File: config.mk
export PLATFORM = sky130hd
export DESIGN_NAME = pc_sequencer
export DESIGN_NICKNAME = d
export VERILOG_FILES = /design/src/rtl/pc_sequencer_pkg.sv /design/src/rtl/pc_sequencer_pc_target_calc.sv /design/src/rtl/pc_sequencer.sv
export SDC_FILE = /design/constraint.sdc
export NUM_CORES = 1
export LEC_CHECK = 0
export CAP_MARGIN = 10
export CORE_MARGIN = 3
export CORE_UTILIZATION = 40
export CTS_BUF_LIST = sky130_fd_sc_hd__clkbuf_8
export DETAILED_ROUTE_END_ITERATION = 7
export GPL_TIMING_DRIVEN = 1
export HOLD_SLACK_MARGIN = 0.12
export PLACE_DENSITY = 0.79
export RECOVER_POWER = 100
export SLEW_MARGIN = 10
export SYNTH_ARGS = -nofsm -noshare
export SYNTH_HDL_FRONTEND = slang
export SYNTH_SLANG_ARGS = --single-unit
File: constraint.sdc
create_clock -name clk -period 3.55 [get_ports clk]
set_clock_uncertainty 0.2 [all_clocks]
set_input_delay 0.71 -clock clk [delete_from_list [all_inputs] [get_ports clk]]
set_output_delay 0.71 -clock clk [all_outputs]
set_load 0.1 [all_outputs]
File: src/rtl/pc_sequencer_pkg.sv
// Shared encodings for the PC sequencer: next-PC operation codes and FSM states.
// S_ERR exists only when PC_MISALIGN_CHECK_EN is defined.
package pc_sequencer_pkg;

  typedef enum logic [1:0] {
    NPC_PLUS4  = 2'b00,
    NPC_BRANCH = 2'b01,
    NPC_JUMP   = 2'b10,
    NPC_REG    = 2'b11
  } npc_op_e;

  typedef enum logic [2:0] {
    S_IDLE = 3'd0,
    S_REQ  = 3'd1,
    S_WAIT = 3'd2,
    S_HOLD = 3'd3
`ifdef PC_MISALIGN_CHECK_EN
    ,
    S_ERR  = 3'd4
`endif
  } state_e;

`ifdef PC_MISALIGN_CHECK_EN
  function automatic logic misaligned(input logic [31:0] addr);
    return addr[1:0] != 2'b00;
  endfunction
`endif

endpackage

File: src/rtl/pc_sequencer_pc_target_calc.sv
// Combinational next-PC calculation for PLUS4 / BRANCH / JUMP / REG.
module pc_target_calc
  import pc_sequencer_pkg::*;
(
  input  logic [31:0] pc,
  input  npc_op_e     npc_op,
  input  logic [25:0] imm,
  input  logic [31:0] rd1,
  output logic [31:0] npc
);

  logic [31:0] seq_pc;
  logic [31:0] br_off;

  assign seq_pc = pc + 32'd4;
  // Branch offset is a sign-extended word count, hence the two zero LSBs.
  assign br_off = {{14{imm[15]}}, imm[15:0], 2'b00};

  always_comb begin
    npc = seq_pc;
    unique case (npc_op)
      NPC_PLUS4:  npc = seq_pc;
      NPC_BRANCH: npc = seq_pc + br_off;
      NPC_JUMP:   npc = {seq_pc[31:28], imm, 2'b00};
      NPC_REG:    npc = rd1;
      default:    npc = seq_pc;
    endcase
  end

endmodule

File: src/rtl/pc_sequencer.sv
// PC register and instruction-fetch sequencer over a req/gnt/rvalid memory port.
// Optional PC_MISALIGN_CHECK_EN adds misalign_err and an error state for unaligned PCs.
module pc_sequencer
  import pc_sequencer_pkg::*;
#(
  parameter logic [31:0] RESET_PC = 32'h0000_3000
) (
  input  logic        clk,
  input  logic        rst,
  output logic        imem_req,
  output logic [31:0] imem_addr,
  input  logic        imem_gnt,
  input  logic        imem_rvalid,
  input  logic [31:0] imem_rdata,
  output logic        instr_valid,
  output logic [31:0] instr,
  output logic [31:0] pc_out,
  output logic [31:0] pc_plus4,
  input  logic        instr_ack,
  input  logic [1:0]  npc_op,
  input  logic [25:0] imm,
  input  logic [31:0] rd1,
  input  logic        redirect,
`ifdef PC_MISALIGN_CHECK_EN
  output logic        misalign_err,
`endif
  input  logic [31:0] redirect_pc
);

  state_e      state, state_d;
  logic [31:0] pc, pc_d;
  logic [31:0] instr_d;
  logic        kill, kill_d;
  logic [31:0] npc;

  pc_target_calc u_target (
    .pc     (pc),
    .npc_op (npc_op_e'(npc_op)),
    .imm    (imm),
    .rd1    (rd1),
    .npc    (npc)
  );

  always_comb begin
    // NOTE: every output of this block is defaulted first so no path leaves one unassigned (no latches).
    state_d = state;
    pc_d    = pc;
    kill_d  = kill;
    instr_d = instr;
    unique case (state)
      S_IDLE: begin
        state_d = S_REQ;
        if (redirect) pc_d = redirect_pc;
      end
      S_REQ: begin
        if (redirect) begin
          pc_d = redirect_pc;
          if (imem_gnt) begin
            kill_d  = 1'b1;
            state_d = S_WAIT;
          end
        end else if (imem_gnt) begin
          state_d = S_WAIT;
        end
      end
      S_WAIT: begin
        if (redirect) begin
          pc_d = redirect_pc;
          if (imem_rvalid) begin
            kill_d  = 1'b0;
            state_d = S_REQ;
          end else begin
            kill_d  = 1'b1;
          end
        end else if (imem_rvalid) begin
          if (kill) begin
            kill_d  = 1'b0;
            state_d = S_REQ;
          end else begin
            instr_d = imem_rdata;
            state_d = S_HOLD;
          end
        end
      end
      S_HOLD: begin
        if (redirect) begin
          pc_d    = redirect_pc;
          state_d = S_REQ;
        end else if (instr_ack) begin
          pc_d    = npc;
          state_d = S_REQ;
        end
      end
`ifdef PC_MISALIGN_CHECK_EN
      S_ERR: begin
        if (redirect) begin
          pc_d    = redirect_pc;
          state_d = S_REQ;
        end
      end
`endif
      default: state_d = S_IDLE;
    endcase
`ifdef PC_MISALIGN_CHECK_EN
    // pc is always aligned outside S_ERR, so an unaligned pc_d means one was just loaded.
    if (misaligned(pc_d)) state_d = S_ERR;
`endif
  end

  always_ff @(posedge clk) begin
    // NOTE: state registers use non-blocking assignments so all flops update together on the edge.
    if (rst) begin
      state <= S_IDLE;
      pc    <= RESET_PC;
      kill  <= 1'b0;
      instr <= '0;
    end else begin
      state <= state_d;
      pc    <= pc_d;
      kill  <= kill_d;
      instr <= instr_d;
    end
  end

  assign imem_req    = (state == S_REQ);
  assign imem_addr   = pc;
  assign instr_valid = (state == S_HOLD);
  assign pc_out      = pc;
  assign pc_plus4    = pc + 32'd4;
`ifdef PC_MISALIGN_CHECK_EN
  assign misalign_err = (state == S_ERR);
`endif

endmodule

# Word level (Yosys, flattened, before mapping)
# Cells that the tools add are included.
# classes
n_eq_ne,12
mux,19
addsub,2
n_reduce_logical,9
bitwise_logic,2
# op_table
op,count
$pmux W32 S4,1
$mux W32,3
$pmux W32 S2,1
$add A32 B3 Y32 const B,1
$add A32 B32 Y32,1
$mux W3,6
$pmux W3 S4,1
$reduce_and A4 Y1,2
$eq A3 B2 Y1 const B,2
$ne A2 B1 Y1 const B,3
$reduce_and A3 Y1,2
$mux W1,5
$eq A2 B2 Y1 const B,2
$reduce_bool A2 Y1,2
$eq A3 B1 Y1 const B,1
$logic_not A3 Y1,1
$ne A3 B1 Y1 const B,1
$ne A3 B3 Y1 const B,1
$reduce_or A3 Y1,1
$eq A2 B1 Y1 const B,1
$logic_not A2 Y1,1
$mux W2,1
$ne A2 B2 Y1 const B,1
$not A1 Y1,2
$pmux W1 S2,1
# word_totals
out_inout_bits,130
reg_bits,68

# Depth between registers and ports, before layout
# Gate-level depths: netlist of the first run.
# depth
word_depth,6
mapped_depth,16

# Hierarchy
# A second synthesis of the first run with hierarchy kept.
# hier_totals
cells_unflattened,776
area_unflattened_um2,6465.0
# modules_own_cells
module,cells_per_inst,area_each_um2,n_inst,seq_area_each_um2
pc_sequencer,419,3634.7,1,1341.3
pc_target_calc,357,2830.2,1,0.0

# Worst setup path before layout of the first run
# No wires, ideal clock.
# synth_timing
path_type,reg-to-reg
start,register pc[7] (netlist: imem_addr[7])
end,register pc[30] (netlist: imem_addr[30])
path_slack_ns,-2.581
n_path_buf,1
path_stages_with_launch,14
setup_ns,0.124
t_arrival_ns,5.807
required_ns,3.226
cell_sequence,dfxtp_1 -> and4_4 -> nand4_4 -> nor4_4 -> nand3_1 -> xnor2_1 -> ha_1 -> clkbuf_1 -> a21o_1 -> a21oi_1 -> or3b_2 -> o221ai_1 -> nor4b_1 -> nor3_1
# synth_between
elab_chain_cells,6
# synth_lines
item,line_no,text
start: declaration,pc_sequencer.sv:31,"logic [31:0] pc, pc_d;"
start signal: assignment,pc_sequencer.sv:119,pc <= pc_d;
$add A32 B3 Y32,n/a,
net pc_plus4[27],pc_sequencer.sv:18,"output logic [31:0] pc_plus4,"
$add A32 B32 Y32,pc_sequencer_pc_target_calc.sv:23,NPC_BRANCH: npc = seq_pc + br_off;
$pmux W32 S4,pc_sequencer_pc_target_calc.sv:21,unique case (npc_op)
$mux W32,pc_sequencer.sv:89,end else if (instr_ack) begin
$mux W32,pc_sequencer.sv:86,if (redirect) begin
$pmux W32 S2,pc_sequencer.sv:50,unique case (state)
# The timed path passes the listed nets, and every way through them passes these cells. The select of a mux whose other input is x is not followed.
# A chain may end at the register's enable or synchronous reset.

# Worst setup path after layout of the first run
# layout_timing
start,register pc[3] (netlist: imem_addr[3])
end,register pc[22] (netlist: imem_addr[22])
# layout_between
elab_chain_cells,6
# layout_lines
item,line_no,text
$add A32 B3 Y32 (*),pc_sequencer_pc_target_calc.sv:15,assign seq_pc = pc + 32'd4;
$add A32 B32 Y32,pc_sequencer_pc_target_calc.sv:23,
$pmux W32 S4 (*),pc_sequencer_pc_target_calc.sv:21,
$mux W32 (*),pc_sequencer.sv:89,
$mux W32 (*),pc_sequencer.sv:86,
$pmux W32 S2 (*),pc_sequencer.sv:50,
# Mark *: on every way between the ends. The rest lies on a longest branch, timed or not. The select of a mux whose other input is x is not followed.

==> results of run 1 <==
==> synth_stat cells (4+ instances only) <==
cell | number | share of area (%)
nor3_1 | 12 | 0.98
dfxtp_1 | 67 | 22
and3_1 | 7 | 0.72
a31oi_1 | 8 | 0.82
mux4_2 | 12 | 4.4
clkbuf_1 | 32 | 2.0
buf_1 | 6 | 0.37
o211ai_1 | 6 | 0.74
ha_1 | 34 | 7.0
o31ai_1 | 4 | 0.49
o221ai_1 | 6 | 0.86
a211oi_1 | 19 | 2.3
o21bai_1 | 6 | 0.74
nand2b_1 | 7 | 0.72
o21a_1 | 5 | 0.61
nor2_1 | 66 | 4.1
o22ai_1 | 5 | 0.51
a221oi_1 | 6 | 0.86
a22oi_1 | 4 | 0.49
or2_2 | 4 | 0.41
xor2_1 | 13 | 1.9
inv_1 | 21 | 1.3
nand4_1 | 11 | 1.1
mux2i_1 | 19 | 3.1
nor2b_1 | 7 | 0.72
a311oi_1 | 4 | 0.57
buf_4 | 34 | 4.2
and2_1 | 8 | 0.82
o21ai_0 | 39 | 3.2
nand2_1 | 133 | 8.2
a21o_1 | 6 | 0.74
xnor2_1 | 35 | 5.0
nand3_1 | 25 | 2.0
a21oi_1 | 91 | 7.4
==> cell type report <==
cell class	count	area, sq um	area share (%)
Clock buffer	9	124	1.17
Multi-Input combinational cell	648	5300	50.3
Clock inverter	7	76.3	0.724
Inverter	21	78.8	0.747
Sequential cell	67	1430	13.5
Timing Repair Buffer	409	3310	31.4
Tap cell	184	230	2.18
Antenna cell	1	2.50	0.0237
==> logic make-up after synthesis <==
group                      count (synthesis)
DFF                                       67
AOI/OAI and AO/OA                        229
and+or+nand+nor                          303
xor gates and xnor gates                  50
buffers and inverters                     98
adders and majority gates                 35
muxes                                     31
==> worst min path at each step <==
| stage | to | slack [ns] | cells past startpoint |
|---|---|---|---|
| after CTS | instr[22]$_SDFFE_PP0P_ | 0.26 | 2 |
| after detailed placement | instr[22]$_SDFFE_PP0P_ | 0.25 | 2 |
| after global placement | instr[26]$_SDFFE_PP0P_ | 0.24 | 2 |
| after floorplan | kill$_SDFFE_PP0P_ | 0.36 | 2 |
| after global routing | instr[28]$_SDFFE_PP0P_ | 0.29 | 2 |
| final | instr[22]$_SDFFE_PP0P_ | 0.26 | 2 |
==> flip-flops by register name (all words and copies together) (netlist names) <==
signal and count:
imem_addr 32, instr 32, kill 1, state 2
==> report_power, final <==
part	leakage, nW	internal [W]	switching (W)	total (W)
logic	3.52	0.000653	0.00115	0.00180
clock network	0.104	0.000330	0.000361	0.000691
registers	0.561	0.000779	0.0000359	0.000815
==> metrics by stage <==
| stage | instance area [sq um] | cells | utilization (%) | setup slack, ns | power (W) |
|---|---|---|---|---|---|
| floorplan | 6860 | 813 | - | -0.782 | 0.00199 |
| global placement | 10100 | 1313 | 68.2 | -0.448 | 0.00253 |
| global route | 10500 | 1345 | 71.5 | -0.0787 | 0.00343 |
| CTS | 10400 | 1333 | 70.3 | -0.0177 | 0.00325 |
| detailed placement | 10100 | 1313 | 68.2 | -0.531 | 0.00255 |
| finish | 10500 | 1346 | 71.5 | 0.0243 | 0.00331 |
==> critical path, stage by stage (launching register included) <==
cell,delay [ns]
dfxtp_4,0.37
buf_6,0.09
and4_4,0.24
nand4_4,0.18
buf_6,0.18
buf_4,0.14
xnor2_4,0.18
ha_2,0.32
buf_4,0.16
nand2_1,0.07
o22ai_2,0.13
nor3b_4,0.27
buf_6,0.15
o21ai_2,0.06
xnor2_1,0.13
mux4_2,0.44
o2bb2ai_1,0.13
==> metal layers <==
metal / wire length, um / track usage (%)
met2: 13100 / 51.7
met3: 1880 / 3.87
met5: 0 / 0
met1: 10400 / 37.4
met4: 1270 / 12.5
==> repair_timing <==
| item | in CTS | in global routing |
|---|---|---|
| setup buffers | 4 | 13 |
| setup endpoints to repair | 11 | 17 |
| pin swaps | 10 | 32 |
| resized for setup | 19 | 80 |
==> impl_results.md, run 1 <==
- Largest net degree at the start of global routing: 49
- Adder-cell share of the synthesized area: under 10%
- Number of antenna violations at the first check in global routing: 0
- Routed Antenna Nets: 0
- Async set or reset register ratio after synthesis: 0%
- Critical Path RT: 3.62 ns
- Total of warnings raised by yosys: 0
- Worst Setup SP: imem_addr[3]$_SDFFE_PP0P_
- Number of instances in the synthesized netlist: approximately 800
- Slack of the worst reg-to-reg path: roughly 0.024 ns
- Number of maximum-capacitance constraint violations: 1
- GR Overflow Total: 0
- Power Dens Cells: between 300 and 400 nW/um^2
- Clock tree from TritonCTS: built
- Number of remaining DRC errors: 0
- End point of the critical path: imem_addr[22]$_SDFFE_PP0P_
- Reg2Reg Capture Point: imem_addr[22]$_SDFFE_PP0P_
- Wire length of the first global-routing pass: around 40000 um
- Worst-path clk slew: 0.10 ns
- Total count of max-transition violations in the final report: 39
- Post-synth design cell area: 6110 sq um
- Depth of the worst register-to-register path: 16
- Clock period minus worst slack: between 3 and 4 ns
- Arrival time at the worst endpoint: between 3 and 4 ns
- Worst Tran Pin Value: ~1.6 ns
- Cell row count: between 40 and 50
- Routed Wire Length: 26600 um
- GPL Wtd Cong: 0.934
- Critical Path End Type: flip-flop
- Height of the chip: between 100 and 150 um
- Worst slew margin relative to its limit: -9.00%
- Vias/cell: 5.73
- Insertion delay to the later sink of the worst-skew pair: 0.37 ns
- Share of final-layout standard cells stronger than drive strength 1: around a third
- Worst hold slack across all endpoints: between 0.2 and 0.3 ns
- Hold_sp: instr[22]$_SDFFE_PP0P_
- Path category of the worst min-delay check: reg2reg
- Core area: about 15000 sq um
- Share of the clock period used by the worst path after layout: about 99%
- Startpoint type of the worst setup path: flip-flop
- Net count after synthesis: approximately 980
- Area enclosed by the die boundary: approximately 17000 sq um
- Cts-stage hold buffer count: 0
- Count of endpoints failing hold in the final timing report: 0
- Clock sink count: 67
- Wire length per cell after detailed routing: roughly 20 um
- Unrepaired setup endpoints after global routing: yes
- Estimated wirelength of the detail-placed design: roughly 20000 um
- Number of distinct library cells after synthesis: 74
- Parity-gate share of the synthesized area counting xor and xnor cells: 7.59%
- Via count of the routed design: 7709
- Sequential fraction of the synthesis area: between 20 and 25%
- Final-report setup violation count: 0
- Number of detailed-route iterations in the first pass: 6
- Combinational family with the most area after synthesis: compound AO/OA/AOI/OAI gates
- Number of input and output port buffers inserted: approximately 260
- Count of nets after finishing: roughly 1300
- Top_reg_cell synth: dfxtp_1
- Register bit count reported by yosys: 67
- Final sum of negative setup slack: 0 ns
- Crit path max fanout: 4
- GRT Resource Usage Total: between 20% and 30%
- Number of placed I/O pins: 260
- Mean instance size in the synthesized netlist: around 7.5 sq um
- Clock buffer depth: 2
- Post-Synth Simple-Gate Area: 23.4%
- Kind of critical path: reg2reg
- H-tree depth: 3
- Post-synthesis mux area share: ~7.5%
- Leading cell type in the layout, fill and taps excluded: buf_4
- Launch instance of the worst register-to-register path: imem_addr[3]$_SDFFE_PP0P_
- Layout overhead on the synthesized area: 72.5%
- Top achievable clock speed: between 200 and 300 MHz
- Cts bufs inserted: 9
- Status: finished, violations left
- CTS Root Cell: clkbuf_8
- Number of synthesized flops with an enable pin: 0
- Filler Cell Count: around 1200
- Max VDD drop: between 200 and 300 uV
- Via count of the first global-routing pass: 7411
- Die X-Extent: ~130 um
- Initial cell density of the core: 41.4%
- Violations in the final reports: max-capacitance violations, max-slew violations
- Top library cells by usage in the layout, fill and taps aside: buf_4 (182), nand2_1 (129), clkdlybuf4s50_1 (124)
- Share of the synthesized area in compound gates (AO/OA/AOI/OAI): 23.5%
- Starting DRT DRC Count: between 600 and 700
- Leak: around 4.2 nW
Power figures use the tool's default switching activity.
==> inputs of run 2 (changes only) <==
--- a/config.mk
+++ b/config.mk
@@ -8,7 +8,7 @@
 export CAP_MARGIN = 10
 export CORE_MARGIN = 3
 export CORE_UTILIZATION = 40
-export CTS_BUF_LIST = sky130_fd_sc_hd__clkbuf_8
+export CTS_BUF_LIST = sky130_fd_sc_hd__clkbuf_16
 export DETAILED_ROUTE_END_ITERATION = 7
 export GPL_TIMING_DRIVEN = 1
 export HOLD_SLACK_MARGIN = 0.12
==> run 2 against run 1 <==
The run now ends clean. Via count is 0.70% higher. Maximum frequency up 0.64%. Power increased by 9.8%. Count of clock-buffer cells in the layout stayed put. Critical path type unchanged. Critical path depth is 1 lower. Register-to-register slack gained 0.02 ns.
==> impl_results.md, run 2 (synthesis results as in run 1) <==
- GRT Resource Usage Total: 30.0% (+0.081 points)
- Cell row count: 44 (unchanged)
- Leak: 4.59 nW (+9.9%)
- Met2 routed wirelength: 13100 um (+0.12%)
- Count of endpoints failing hold in the final timing report: 0 (unchanged)
- Vias/cell: 5.75 (+0.48%)
- Number of input and output port buffers inserted: 259 (unchanged)
- Layout overhead on the synthesized area: 81.5%
- Height of the chip: 130 um (unchanged)
- Largest net degree at the start of global routing: 49 (unchanged)
- Number of antenna violations at the first check in global routing: 0 (unchanged)
- Post-route setup slack: 0.0466 ns (+0.0223 ns)
- Arrival time at the worst endpoint: 3.52 ns (-0.08 ns)
- Critical Path End Type: flip-flop
- GPL Wtd Cong: 0.934 (unchanged)
- Worst slew margin relative to its limit: 25.4% (+34 points)
- Post-placement setup slack: -0.531 ns (unchanged)
- Cell family with the largest share of critical-path delay: simple AND/OR/NAND/NOR gates
- Number of detailed-route iterations in the first pass: 5 (-1)
- Count of nets after finishing: 1325 (+0.30%)
- Number of maximum-capacitance constraint violations: 0 (-1)
- Detailed-routing wirelength on met1: 10600 um (+2.2%)
- Startpoint type of the worst setup path: flip-flop
- Filler Cell Count: 1041 (-14%)
- Clock period minus worst slack: 3.50 ns (-0.0223 ns)
- Number of remaining DRC errors: 0 (unchanged)
- Switching power: 0.00160 W (+3.5%)
- Via count of the routed design: 7763 (+0.70%)
- Cts bufs inserted: 9 (unchanged)
- Estimated wirelength of the detail-placed design: 20200 um (unchanged)
- Sw Share: 44.0% (-2.7 points)
- Core area: 14800 sq um (unchanged)
- Cell with the largest stage delay on the worst path: mux4_2
- Wire length per cell after detailed routing: 19.9 um (+0.60%)
- Crit path buf inv count: 4 (-1)
- Logic pwr share: 51.3% (-3.1 points)
- Worst-path clk slew: 0.06 ns (-0.04 ns)
- Fraction of power consumed by sequential logic: 22.5% (-2.2 points)
- Wire length of the first global-routing pass: 39200 um (+0.18%)
- Clock sink count: 67 (unchanged)
- Detailed-routed wire length on met3: 1760 um (-6.1%)
- Power Dens Cells: 327 nW/um^2 (+4.4%)
- Kind of critical path: reg2reg
- Final-report setup violation count: 0 (unchanged)
- H-tree depth: 3 (unchanged)
- Area enclosed by the die boundary: 16800 sq um (unchanged)
- Starting DRT DRC Count: 671 (+12%)
- GR Overflow Total: 0 (unchanged)
- Cts-stage hold buffer count: 0 (unchanged)
- Share of the clock period used by the worst path after layout: 98.7% (-0.63 points)
- Path category of the worst min-delay check: reg2reg
- Top achievable clock speed: 285 MHz (+0.64%)
- Routed Wire Length: 26800 um (+0.82%)
- Total internal power: 0.00203 W (+15%)
- Share of final-layout standard cells stronger than drive strength 1: 41.3% (+8.0 points)
- Leading cell type in the layout, fill and taps excluded: buf_4
- Crit path max fanout: 4 (unchanged)
- Antenna diode count: 0 (-1)
- Clock buffer depth: 2 (unchanged)
- Unrepaired setup endpoints after global routing: yes
- Die X-Extent: 130 um (unchanged)
- Routed Antenna Nets: 0 (unchanged)
- Number of placed I/O pins: 260 (unchanged)
- Top library cells by usage in the layout, fill and taps aside: buf_4 (262), nand2_1 (125), clkdlybuf4s50_1 (124)
- Cell chain of the critical path: buf_6, and4_4, nand4_4, buf_6, buf_4, xnor2_4, ha_4, or3_1, o211ai_1, o21ai_1, buf_4, xor2_1, mux4_2, nand2_1, o21ai_0
- Worst Tran Pin Value: 1.12 ns (-0.516 ns)
- Critical Path RT: 3.57 ns (-0.05 ns)
- Initial cell density of the core: 41.4% (unchanged)
- CTS Root Cell: clkbuf_16
- Maximum single-stage delay on the critical path: 0.46 ns (+0.02 ns)
- Clock network fraction of total power: 26.2% (+5.3 points)
- Status: finished, final reports clean
- Via count of the first global-routing pass: 7415 (+0.054%)
- Insertion delay to the later sink of the worst-skew pair: 0.35 ns (-0.02 ns)
- Utilization of the core after routing: 75.2% (+3.7 points)
- Total count of max-transition violations in the final report: 0 (-100%)
- Clock tree from TritonCTS: built
- Max VDD drop: 247 uV (-8.3%)
- Highest metal layer with signal wires: met4
- Worst hold slack across all endpoints: 0.253 ns (-0.00166 ns)
-- run 2: per-layer routing --
layer	GRT usage, %	vias to the layer above
met1	37.0	3671
met3	4.45	98
li1	-	3596
met4	13.9	0
met5	0	-
met2	51.4	398
-- run 2: path summary, 6_finish.rpt --
check,cells after the start,slack [ns],endpoint,from
max,15,0.05,imem_addr[15]$_SDFFE_PP0P_,imem_addr[3]$_SDFFE_PP0P_
min,2,0.25,instr[22]$_SDFFE_PP0P_,instr[22]$_SDFFE_PP0P_
max reg2reg,15,0.05,imem_addr[15]$_SDFFE_PP0P_,imem_addr[3]$_SDFFE_PP0P_
min reg2reg,2,0.25,instr[22]$_SDFFE_PP0P_,instr[22]$_SDFFE_PP0P_
-- run 2: tightest hold or removal path, stage by stage, from the launching register on --
cell	delay, ns
dfxtp_1	0.31
nand2_1	0.05
a21oi_1	0.05
-- run 2: area by class of cell --
type	instances	area [sq um]	area share (%)
clock inverter	7	76.3	0.688
tap	184	230	2.08
timing repair buffer	413	3620	32.6
clock buffer	9	225	2.03
multi-input combinational	648	5440	49.0
inverter	21	78.8	0.711
sequential	67	1430	12.8
-- run 2: what timing repair did --
action,in CTS,in global routing
gates cloned,0,0
setup buffers,8,14
resized for setup,32,88
setup endpoints to repair,13,15
pin swaps,16,41
-- run 2: metrics by stage --
stage	instances	power (W)	area (sq um)	setup TNS (ns)
6_report	1349	0.00363	11100	0
3_3_place_gp	1313	0.00253	10100	-2.92
2_1_floorplan	813	0.00199	6860	-8.65
4_1_cts	1337	0.00352	10500	0
5_1_grt	1349	0.00375	11100	-0.352
3_5_place_dp	1313	0.00255	10100	-4.05
-- run 2: power groups by stage --
stage | clock network (W) | logic (W) | registers [W]
global route | 0.000980 | 0.00194 | 0.000820
detailed placement | 0 | 0.00171 | 0.000832
floorplan | 0 | 0.000926 | 0.00107
finish | 0.000952 | 0.00186 | 0.000817
CTS | 0.000954 | 0.00175 | 0.000816
global placement | 0 | 0.00170 | 0.000831
==> inputs of run 3 (changes only) <==
--- a/config.mk
+++ b/config.mk
@@ -12,7 +12,7 @@
 export DETAILED_ROUTE_END_ITERATION = 7
 export GPL_TIMING_DRIVEN = 1
 export HOLD_SLACK_MARGIN = 0.12
-export PLACE_DENSITY = 0.79
+export PLACE_DENSITY = 0.8
 export RECOVER_POWER = 100
 export SLEW_MARGIN = 10
 export SYNTH_ARGS = -nofsm -noshare
==> run 3 against run 2 <==
The run now ends with negative setup slack left. Global-route usage is 0.42 points higher. Clock power shrank 2.5%. Sequential share of layout area is 0.20 points higher. Core utilization shrank 1.2 points. Sequential cell count did not move. Maximum frequency decreased by 2.4%. Power decreased by 1.1%. Worst setup slack lost 0.086 ns. Design area down 1.5%. Register-to-register slack got worse by 0.09 ns. Combinational power is essentially flat. Critical path type unchanged. Critical endpoint is now imem_addr[29]$_SDFFE_PP0P_. Largest cell class unchanged.
==> impl_results.md, run 3 (synthesis results as in run 1) <==
- Leak: 4.28 nW (-6.8%)
- Final sum of negative setup slack: -0.0814 ns (-0.0814 ns)
- Post-route setup slack: -0.0393 ns (-0.0860 ns)
- Share of the clock period used by the worst path after layout: 101% (+2.4 points)
- Via count of the routed design: 7857 (+1.2%)
- Clock period minus worst slack: 3.59 ns (+0.0860 ns)
- Critical Path RT: 3.61 ns (+0.04 ns)
- CTS Root Cell: clkbuf_16
- Number of placed instances with taps included: 1319 (+0.46%)
- Number of antenna violations at the first check in global routing: 0 (unchanged)
- Insertion delay to the later sink of the worst-skew pair: 0.34 ns (about the same)
- H-tree depth: 3 (unchanged)
- Count of nets after finishing: 1334 (+0.68%)
- Die X-Extent: 130 um (unchanged)
- Path category of the worst min-delay check: reg2reg
- Initial cell density of the core: 41.4% (unchanged)
- Clock tree from TritonCTS: built
- Cell chain of the critical path: ha_4, and4_4, nand3_4, nor2_4, buf_4, buf_4, nand3_4, xnor2_4, ha_4, nor3_1, o21ai_0, a31oi_1, o221ai_2, nor2_1, xor2_1, or4_1, a21oi_1
- Cell with the largest stage delay on the worst path: or4_1
- Leading cell type in the layout, fill and taps excluded: buf_4
- Clock sink count: 67 (unchanged)
- Maximum single-stage delay on the critical path: 0.40 ns (-0.06 ns)
- Final Non-Filler Cells: 1358 (+0.67%)
- GR Overflow Total: 0 (unchanged)
- Core area: 14800 sq um (unchanged)
- Wire length per cell after detailed routing: 20.2 um (+1.8%)
- Total count of max-transition violations in the final report: 0 (unchanged)
- Number of maximum-capacitance constraint violations: 0 (unchanged)
- Kind of critical path: reg2reg
- GRT Resource Usage Total: 30.4% (+0.42 points)
- Clock buffer depth: 2 (unchanged)
- Hold_sp: instr[9]$_SDFFE_PP0P_
- Total placed instance area: 10100 sq um (+0.70%)
- Crit path max fanout: 5 (+1)
- Number of remaining DRC errors: 0 (unchanged)
- Crit path buf inv count: 2 (-2)
- Finished layout cell area: 10900 sq um (-1.5%)
- Power Dens Cells: 329 nW/um^2 (+0.46%)
- Startpoint type of the worst setup path: flip-flop
- Cell row count: 44 (unchanged)
- Worst Tran Pin Value: 1.42 ns (+0.302 ns)
- Area enclosed by the die boundary: 16800 sq um (unchanged)
- Critical Path End Type: flip-flop
- Status: finished, violations left
- Routed Antenna Nets: 0 (unchanged)
- Number of detailed-route iterations in the first pass: 5 (unchanged)
- Layout overhead on the synthesized area: 78.7%
- Arrival time at the worst endpoint: 3.65 ns (+0.13 ns)
- Height of the chip: 130 um (unchanged)
- Worst Setup SP: imem_addr[3]$_SDFFE_PP0P_
- Vias/cell: 5.79 (+0.54%)
- Share of final-layout standard cells stronger than drive strength 1: 34.4% (-6.9 points)
- Estimated wirelength of the detail-placed design: 20600 um (+1.5%)
- Top library cells by usage in the layout, fill and taps aside: buf_4 (181), nand2_1 (128), clkdlybuf4s50_1 (123)
- Utilization of the core after routing: 74.0% (-1.2 points)
- Largest net degree at the start of global routing: 61 (+24%)
- Count of endpoints failing hold in the final timing report: 0 (unchanged)
- Top achievable clock speed: 279 MHz (-2.4%)
- Starting DRT DRC Count: 688 (+2.5%)
- Filler Cell Count: 1143 (+9.8%)
- GPL Wtd Cong: 0.967 (+3.4%)
- Worst slew margin relative to its limit: 5.30% (-20 points)
- Via count of the first global-routing pass: 7712 (+4.0%)
- Violations in the final reports: negative setup slack
- Wire length of the first global-routing pass: 40000 um (+2.2%)
- Max VDD drop: 236 uV (-4.5%)
- Cts bufs inserted: 9 (unchanged)
- Number of input and output port buffers inserted: 259 (unchanged)
- Antenna diode count: 0 (unchanged)
- Cell family with the largest share of critical-path delay: simple AND/OR/NAND/NOR gates
- Unrepaired setup endpoints after global routing: yes
- Number of placed I/O pins: 260 (unchanged)
- Worst-path clk slew: 0.06 ns (about the same)
- Post-placement setup slack: -0.497 ns (+0.0343 ns)
- Final-report setup violation count: 3 (+3)
- Routed Wire Length: 27500 um (+2.5%)
- Launch instance of the worst register-to-register path: imem_addr[3]$_SDFFE_PP0P_
run 3: cell count changes in the layout (fill, tap and decap cells not counted), moves of 5 or more:
cell | previous run | this run
o21ai_0 | 27 | 21
buf_4 | 262 | 181
buf_6 | 7 | 14
clkbuf_1 | 0 | 81
nor2_4 | 1 | 6
o21ai_1 | 6 | 15
run 3: cell type report:
type                       instances  area, sq um  share of cell area [%]
tap                              184          230                    2.11
sequential                        67         1430                    13.0
timing repair buffer             422         3430                    31.4
inverter                          21         78.8                   0.722
clock inverter                     6         51.3                   0.470
multi-input combinational        648         5450                    49.9
clock buffer                      10          250                    2.29
run 3: timing repair:
item,4_1_cts,5_1_grt
pin swaps,18,53
setup endpoints to repair,12,15
gates resized for setup,27,106
hold buffers,0,0
setup buffers,6,17
run 3: path summary, 6_finish.rpt:
path / to / cells after the start / slack (ns)
setup / recovery: imem_addr[29]$_SDFFE_PP0P_ / 17 / -0.04
hold / removal: instr[9]$_SDFFE_PP0P_ / 2 / 0.25
setup reg to reg: imem_addr[29]$_SDFFE_PP0P_ / 17 / -0.04
hold reg to reg: instr[9]$_SDFFE_PP0P_ / 2 / 0.25
run 3: report_power, final:
group | internal, W | switching (W) | total, W | leakage, nW
sequential | 0.000780 | 0.0000360 | 0.000816 | 0.561
combinational | 0.000675 | 0.00117 | 0.00184 | 3.57
clock | 0.000529 | 0.000399 | 0.000928 | 0.147
total | 0.00198 | 0.00160 | 0.00359 | 4.28
run 3: per-layer routing:
| metal | share of wire (%) | routed length, um | global-route usage (%) |
|---|---|---|---|
| met1 | 38 | 10400 | 37.8 |
| met3 | 8.4 | 2310 | 5.03 |
| met5 | 0 | 0 | 0 |
| met4 | 5.6 | 1550 | 15.4 |
| met2 | 48 | 13300 | 50.8 |
run 3: through the flow:
stage / hold slack (ns) / total power (W)
final: 0.254 / 0.00359
after global routing: 0.276 / 0.00372
after CTS: 0.256 / 0.00351
after detailed placement: 0.247 / 0.00256
after global placement: 0.242 / 0.00254
after floorplan: 0.356 / 0.00199
run 3: tightest hold or removal path, delay by kind of cell (launching register included):
kind             cells  cell delay (ns)
AO/OA/AOI/OAI        1             0.05
flip-flops           1             0.31
AND/OR/NAND/NOR      1             0.05
